==> src/rtl/i2s_transmitter.sv <==
// Philips I2S transmitter (bus master). Generates SCK/WS and shifts out one
// {left, right} frame per 2*DATA_WIDTH bit slots from a one-deep holding register.
module i2s_transmitter #(
  parameter int DATA_WIDTH = 16,
  parameter int CLK_DIV    = 4
) (
  input  logic                  clk_i,
  input  logic                  rst_i,
  input  logic [DATA_WIDTH-1:0] left_i,
  input  logic [DATA_WIDTH-1:0] right_i,
  input  logic                  valid_i,
  output logic                  ready_o,
  output logic                  sck_o,
  output logic                  ws_o,
  output logic                  sd_o,
  output logic                  underrun_o
);

  localparam int FW    = 2 * DATA_WIDTH;
  localparam int DIV_W = (CLK_DIV > 1) ? $clog2(CLK_DIV) : 1;
  localparam int BIT_W = $clog2(FW);

  localparam logic [DIV_W-1:0] DIV_LAST  = DIV_W'(CLK_DIV - 1);
  localparam logic [BIT_W-1:0] SLOT_LAST = BIT_W'(FW - 1);
  localparam logic [BIT_W-1:0] WS_FIRST  = BIT_W'(DATA_WIDTH - 1);
  localparam logic [BIT_W-1:0] WS_LAST   = BIT_W'(FW - 2);

  typedef enum logic {
    IDLE,
    RUN
  } state_t;

  state_t r_state;
  state_t w_state_next;

  logic [DIV_W-1:0]      r_div_cnt;
  logic                  r_sck;
  logic [BIT_W-1:0]      r_bit_cnt;
  logic [FW-1:0]         r_shift;
  logic                  r_full;
  logic [DATA_WIDTH-1:0] r_left;
  logic [DATA_WIDTH-1:0] r_right;
  logic                  r_ws;
  logic                  r_underrun;

  logic                  w_div_wrap;
  logic                  w_fall;
  logic                  w_frame_start;
  logic                  w_xfer;
  logic [BIT_W-1:0]      w_slot_next;
  logic [FW-1:0]         w_load;

  assign w_div_wrap = (r_div_cnt == DIV_LAST);
  assign w_fall     = w_div_wrap && r_sck;
  assign w_xfer     = valid_i && !r_full;
  assign w_load     = r_full ? {r_left, r_right} : '0;

  // NOTE: every signal driven here gets a default first so no path can infer a latch.
  always_comb begin
    w_state_next  = r_state;
    w_frame_start = 1'b0;
    w_slot_next   = r_bit_cnt;
    if (w_fall) begin
      if (r_state == IDLE || r_bit_cnt == SLOT_LAST) begin
        w_frame_start = 1'b1;
        w_slot_next   = '0;
      end else begin
        w_slot_next   = r_bit_cnt + 1'b1;
      end
      w_state_next = RUN;
    end
  end

  always_ff @(posedge clk_i) begin
    if (rst_i) r_state <= IDLE;
    else       r_state <= w_state_next;
  end

  always_ff @(posedge clk_i) begin
    if (rst_i) begin
      r_div_cnt  <= '0;
      r_sck      <= 1'b0;
      r_bit_cnt  <= '0;
      r_shift    <= '0;
      r_full     <= 1'b0;
      r_left     <= '0;
      r_right    <= '0;
      r_ws       <= 1'b0;
      r_underrun <= 1'b0;
    end else begin
      r_underrun <= 1'b0;

      if (w_div_wrap) begin
        r_div_cnt <= '0;
        r_sck     <= ~r_sck;
      end else begin
        r_div_cnt <= r_div_cnt + 1'b1;
      end

      // Slot, WS and data all advance together on the SCK falling edge.
      if (w_fall) begin
        r_bit_cnt <= w_slot_next;
        r_ws      <= (w_slot_next >= WS_FIRST) && (w_slot_next <= WS_LAST);
        if (w_frame_start) begin
          r_shift    <= w_load;
          r_underrun <= ~r_full;
        end else begin
          r_shift <= {r_shift[FW-2:0], 1'b0};
        end
      end

      // A full holder at frame start blocks any transfer on that edge (ready is low).
      if (w_frame_start && r_full) begin
        r_full <= 1'b0;
      end else if (w_xfer) begin
        r_full  <= 1'b1;
        r_left  <= left_i;
        r_right <= right_i;
      end
    end
  end

  assign ready_o    = ~r_full;
  assign sck_o      = r_sck;
  assign ws_o       = r_ws;
  assign sd_o       = r_shift[FW-1];
  assign underrun_o = r_underrun;

endmodule

==> config.mk <==
export PLATFORM = sky130hd
export DESIGN_NAME = i2s_transmitter
export DESIGN_NICKNAME = d
export VERILOG_FILES = /design/src/rtl/i2s_transmitter.sv
export SDC_FILE = /design/constraint.sdc
export NUM_CORES = 1
export LEC_CHECK = 0
export CAP_MARGIN = 5
export CORE_MARGIN = 2
export CORE_UTILIZATION = 50
export DETAILED_ROUTE_END_ITERATION = 8
export PLACE_DENSITY = 0.81
export SETUP_SLACK_MARGIN = 0.1
export SYNTH_ARGS = -nofsm -noshare
export SYNTH_HDL_FRONTEND = slang
export SYNTH_SLANG_ARGS = --single-unit
==> constraint.sdc <==
create_clock -name clk_i -period 2.6 [get_ports clk_i]
set_input_delay 0.78 -clock clk_i [delete_from_list [all_inputs] [get_ports clk_i]]
set_output_delay 0.78 -clock clk_i [all_outputs]
set_load 0.1 [all_outputs]
Word-level counts from Yosys, hierarchy flattened

Cells that the tools add are included.

Bits in registers: 76
Logic and storage cells: 38

$lt $le $gt $ge: 2
$add $sub $neg: 2
Reduce and logical (&&, ||, !) cells: 10
Bitwise operators: 6
Muxes and demuxes: 6
Equality and inequality tests: 2

Operators by type and width:

| cell                  | count |
|---|---|
| $mux W32              | 2 |
| $mux W5               | 2 |
| $not A1 Y1            | 6 |
| $add A5 B1 Y5 const B | 1 |
| $eq A5 B5 Y1 const B  | 1 |
| $ge A5 B4 Y1 const B  | 1 |
| $le A5 B5 Y1 const B  | 1 |
| $logic_and A1 B1 Y1   | 4 |
| $reduce_or A2 Y1      | 2 |
| $reduce_or A3 Y1      | 1 |
| $add A2 B1 Y2 const B | 1 |
| $eq A2 B2 Y1 const B  | 1 |
| $mux W1               | 2 |
| $reduce_and A2 Y1     | 1 |
| $logic_not A1 Y1      | 1 |
| $logic_or A1 B1 Y1    | 1 |

Longest topological paths before layout

Word-level depth: 7
Mapped depth: 9
Depth with buffers taken out: 7

Least setup slack after synthesis

No wires, ideal clock.

Path type: register to register
Start point: reg r_sck, in the netlist sck_o
End point: reg r_ws, in the netlist ws_o
Slack: 0.475 ns
Arrival time: 2.061 ns
Clock period less this slack: 2.125 ns
Stages on the path, launching flop included: 5
Cells stage by stage: dfxtp_1 nand2_2 or4_1 or4_1 nand3_1

Cells in the longest elaborated chain, start to end: 4
Elaborated cells on any way between the ends: 5

Ends and longest elaborated chain:

| what                                                | line | source |
|---|---|---|
| start, declared                                     | 37   | `logic r_sck;` |
| start signal, assigned                              | 95   | `r_sck <= ~r_sck;` |
| $logic_and A1 B1 Y1 (*)                             | 54   | `assign w_fall = w_div_wrap && r_sck;` |
| $mux W5                                             | 63   | `if (w_fall) begin` |
| $ge A5 B4 Y1 / $le A5 B5 Y1 (equally long branches) | 103  | `r_ws <= (w_slot_next >= WS_FIRST) && (w_slot_next <= WS_LAST);` |
| $logic_and A1 B1 Y1                                 | 103  |  |
| end signal, assigned                                | 103  |  |
| end, declared                                       | 43   | `logic r_ws;` |

Every way passes the cells marked *; elsewhere a longest branch is shown, timed or not.
A chain may end at the register's enable or synchronous reset.

Worst setup path after layout

Start point: reg r_bit_cnt[0]
End point: reg r_ws, in the netlist ws_o

Cells in the longest elaborated chain, start to end: 6
Elaborated cells on any way between the ends: 8

Ends and longest elaborated chain:

| what                                                                  | line | source |
|---|---|---|
| start, declared                                                       | 38   | `logic [BIT_W-1:0] r_bit_cnt;` |
| start signal, assigned                                                | 102  | `r_bit_cnt <= w_slot_next;` |
| parallel branches: the longest is 3 deep, another holds $add A5 B1 Y5 | n/a  |  |
| $mux W5 (*)                                                           | 63   |  |
| $ge A5 B4 Y1 / $le A5 B5 Y1 (equally long branches)                   | 103  |  |
| $logic_and A1 B1 Y1 (*)                                               | 103  |  |

Mark *: on every way between the ends.

==> summary.md <==
| Metric | Value |
|---|---|
| Outcome | finished clean |
| Async SR Flop Fraction | 0 |
| Average wire per standard cell | 13.3 µm |
| Core area | 0.00596 mm² |
| Number of remaining DRC errors | 0 |
| Setup slack, reg-to-reg | 400 ps |
| Hold slack | 426 ps |
| CTS tree | built |
| Post-synth EDFFs | 0 |
| CP max stage delay | 530 ps |
| Count leader, synth | nand2_1 |
| Synthesized cell area | 0.00309 mm² |
| Layout Utilization | 0.619 |
| DRT iter0 DRCs | 171 |
| Area after DPL | 0.00347 mm² |
| Non-filler cells, final | 486 |
| First-pass GRT wire length | 10.2 mm |
| Placer's final routability congestion estimate | 0.770 |
| Most frequent cells after synthesis | nand2_1, dfxtp_1, a21oi_1 |
| Post-CTS Setup Bufs | 0 |
| Setup TNS Final | 0 ps |
| Die Ht | 82.6 µm |
| Clock Latency Late Sink | 350 ps |
| CP endpoint kind | flip-flop |
| Post-CTS Hold Buffers | 0 |
| Row cnt | 28 |
| Routed wire length | 6.45 mm |
| Worst EP required | 2890 ps |
| Worst Path Arrival | 2500 ps |
| Fill count | 527 |
| Largest delay share family, worst path | simple AND/OR/NAND/NOR gates |
| WP buf/inv | 0 |
| Yosys top cell by area | dfxtp_1 |
| Leak | 1.22 nW |
| Final setup fails | 0 |
| Final worst path period share | 0.848 |
| Worst path most repeated cell | ha_1 |
| RSZ-0062 raised after global routing | false |
| Num Clock Sinks | 76 |
| Clock transition at path regs | 70 ps |
| Clk root buf | clkbuf_8 |
| Warnings from Yosys | 0 |
| Starting Density | 0.518 |
| Pins Over Slew Limit | 0 |
| Synth cell types | 37 |
| Layout cells sized above 1 | 0.0779 |
| Post-layout minimum cycle time | 2200 ps |
| Max_cap viols | 0 |
| CP max-delay cell | or4_1 |
| Top_reg_cell synth | dfxtp_1 |
| Layout area overhead | 19.4% |
| DR pass1 iterations | 4 |
| Sequential fraction of the synthesis area | 0.493 |
| CTS resizes | 0 |
| Nets | 445 |
| Via/cell ratio | 5.59 |
| Die X | 82.6 µm |
| Peak VDD IR | 0.514 mV |
| H-tree level count | 3 |
| Fmax | 0.454 GHz |
| Design area | 0.00369 mm² |
| IO buf count | 39 |
| # IOs | 40 |
| Worst-path cell chain | ha_1 -> and3_1 -> ha_1 -> and2b_2 -> a211oi_1 -> or4_1 -> nand3_1 |
| Pwr per Cell Area | 653 mW/mm² |
| Hold Fails Final Rpt | 0 |
| GR Overflow Total | 0 |
| CP Max Fanout | 17 |
| Syn Inst Count | 386 |
| Critical Setup Path Class | flip-flop to flip-flop |
| Inserted Diodes | 0 |
| DRT antenna net count | 0 |
| Via count of the routed design | 2,717 |
| Startpoint Class | flip-flop |
| Avg Inst Size Synth | 8.00 µm² |
| Top cell type's share of synthesized area | 0.493 |
| HPWL after DPL | 3.88 mm |
| Mapped Nets | 424 |
| Cts bufs inserted | 9 |
| Total Routing Usage GR | 0.195 |
| Slew @ Worst Pin | 756 ps |
| Initial antenna violation count | 0 |
| Dominant cells by area after synthesis | dfxtp_1, nand2_1, a311oi_1 |
| Max Clock Skew | 6.20 ps |
| Dpl cells | 471 |
| Synth Register Bits | 76 |
| Vias in the first global route | 2,291 |
| Max Root-Sink Buffers | 2 |
| Slew Limit Headroom | 0.496 |
| Die Area | 0.00682 mm² |
| Largest net degree at the start of global routing | 78 |
| Worst hold path class | flip-flop to flip-flop |
[where the power goes]
part | internal [mW] | switching, mW | total (mW)
clock | 0.562 | 0.406 | 0.968
combinational | 0.0932 | 0.121 | 0.214
sequential | 1.20 | 0.0224 | 1.23
total | 1.86 | 0.549 | 2.41
[area by class of cell]
class                           instances  area [µm²]  area share
Clock buffer                           11         141      0.0384
Inverter                                2        7.51     0.00204
Clock inverter                          4        73.8      0.0200
Timing Repair Buffer                   47         458       0.124
Multi-Input combinational cell        271        1390       0.377
Tap cell                               75        93.8      0.0255
Sequential cell                        76        1520       0.413
[per-layer routing]
layer / vias up / wire (µm) / track usage
met5: - / 0 / 0
met4: 0 / 116 / 0.0803
met3: 9 / 344 / 0.0620
met2: 66 / 3070 / 0.308
met1: 1265 / 2920 / 0.247
li1: 1377 / - / -
[cells by family after synthesis]
logic type	synth area share
simple gates	0.263
xor+xnor	0.00568
buf+inv	0.0580
compound gates	0.168
flops	0.493
fa+ha+maj	0.0122
[flip-flops by register name, summed over array words and instances (netlist names)]
signal      count
r_shift        32
r_left         16
r_right        16
r_bit_cnt       5
r_div_cnt       2
r_full          1
r_state         1
sck_o           1
underrun_o      1
ws_o            1
[cells in the final DEF (no fill, tap or decap), types with 2 or more instances in the layout]
cell and n:
nor3_1 3, buf_4 11, dfxtp_1 76, nand3_1 35, buf_12 2, a21oi_1 39, ha_1 3, or4_1 3
bufinv_16 2, nand2b_1 2, nand2_1 99, nor2_1 36, clkbuf_8 10, clkdlybuf4s50_1 33, a311oi_1 31, a21boi_0 2
inv_1 2
[final timing paths]
check                                 start                       to  cells past startpoint
setup / recovery  r_bit_cnt[0]$_SDFFE_PP0N_        ws_o$_SDFFE_PP0N_                      7
hold / removal      r_div_cnt[0]$_SDFF_PP0_  r_div_cnt[0]$_SDFF_PP0_                      1
setup reg to reg  r_bit_cnt[0]$_SDFFE_PP0N_        ws_o$_SDFFE_PP0N_                      7
hold reg to reg     r_div_cnt[0]$_SDFF_PP0_  r_div_cnt[0]$_SDFF_PP0_                      1
[stage by stage]
| step | power (mW) | setup WS, ps |
|---|---|---|
| CTS | 2.43 | 392 |
| floorplan | 1.38 | 475 |
| detailed placement | 1.47 | 408 |
| finish | 2.41 | 396 |
| global route | 2.50 | 206 |
| global placement | 1.46 | 450 |
[worst reg2reg max path, cell delays in order, from the launching register on]
cell      delay [ps]
dfxtp_1          360
ha_1             240
and3_1           190
ha_1             200
and2b_2          400
a211oi_1         160
or4_1            530
nand3_1           90
Power figures use the tool's default switching activity.
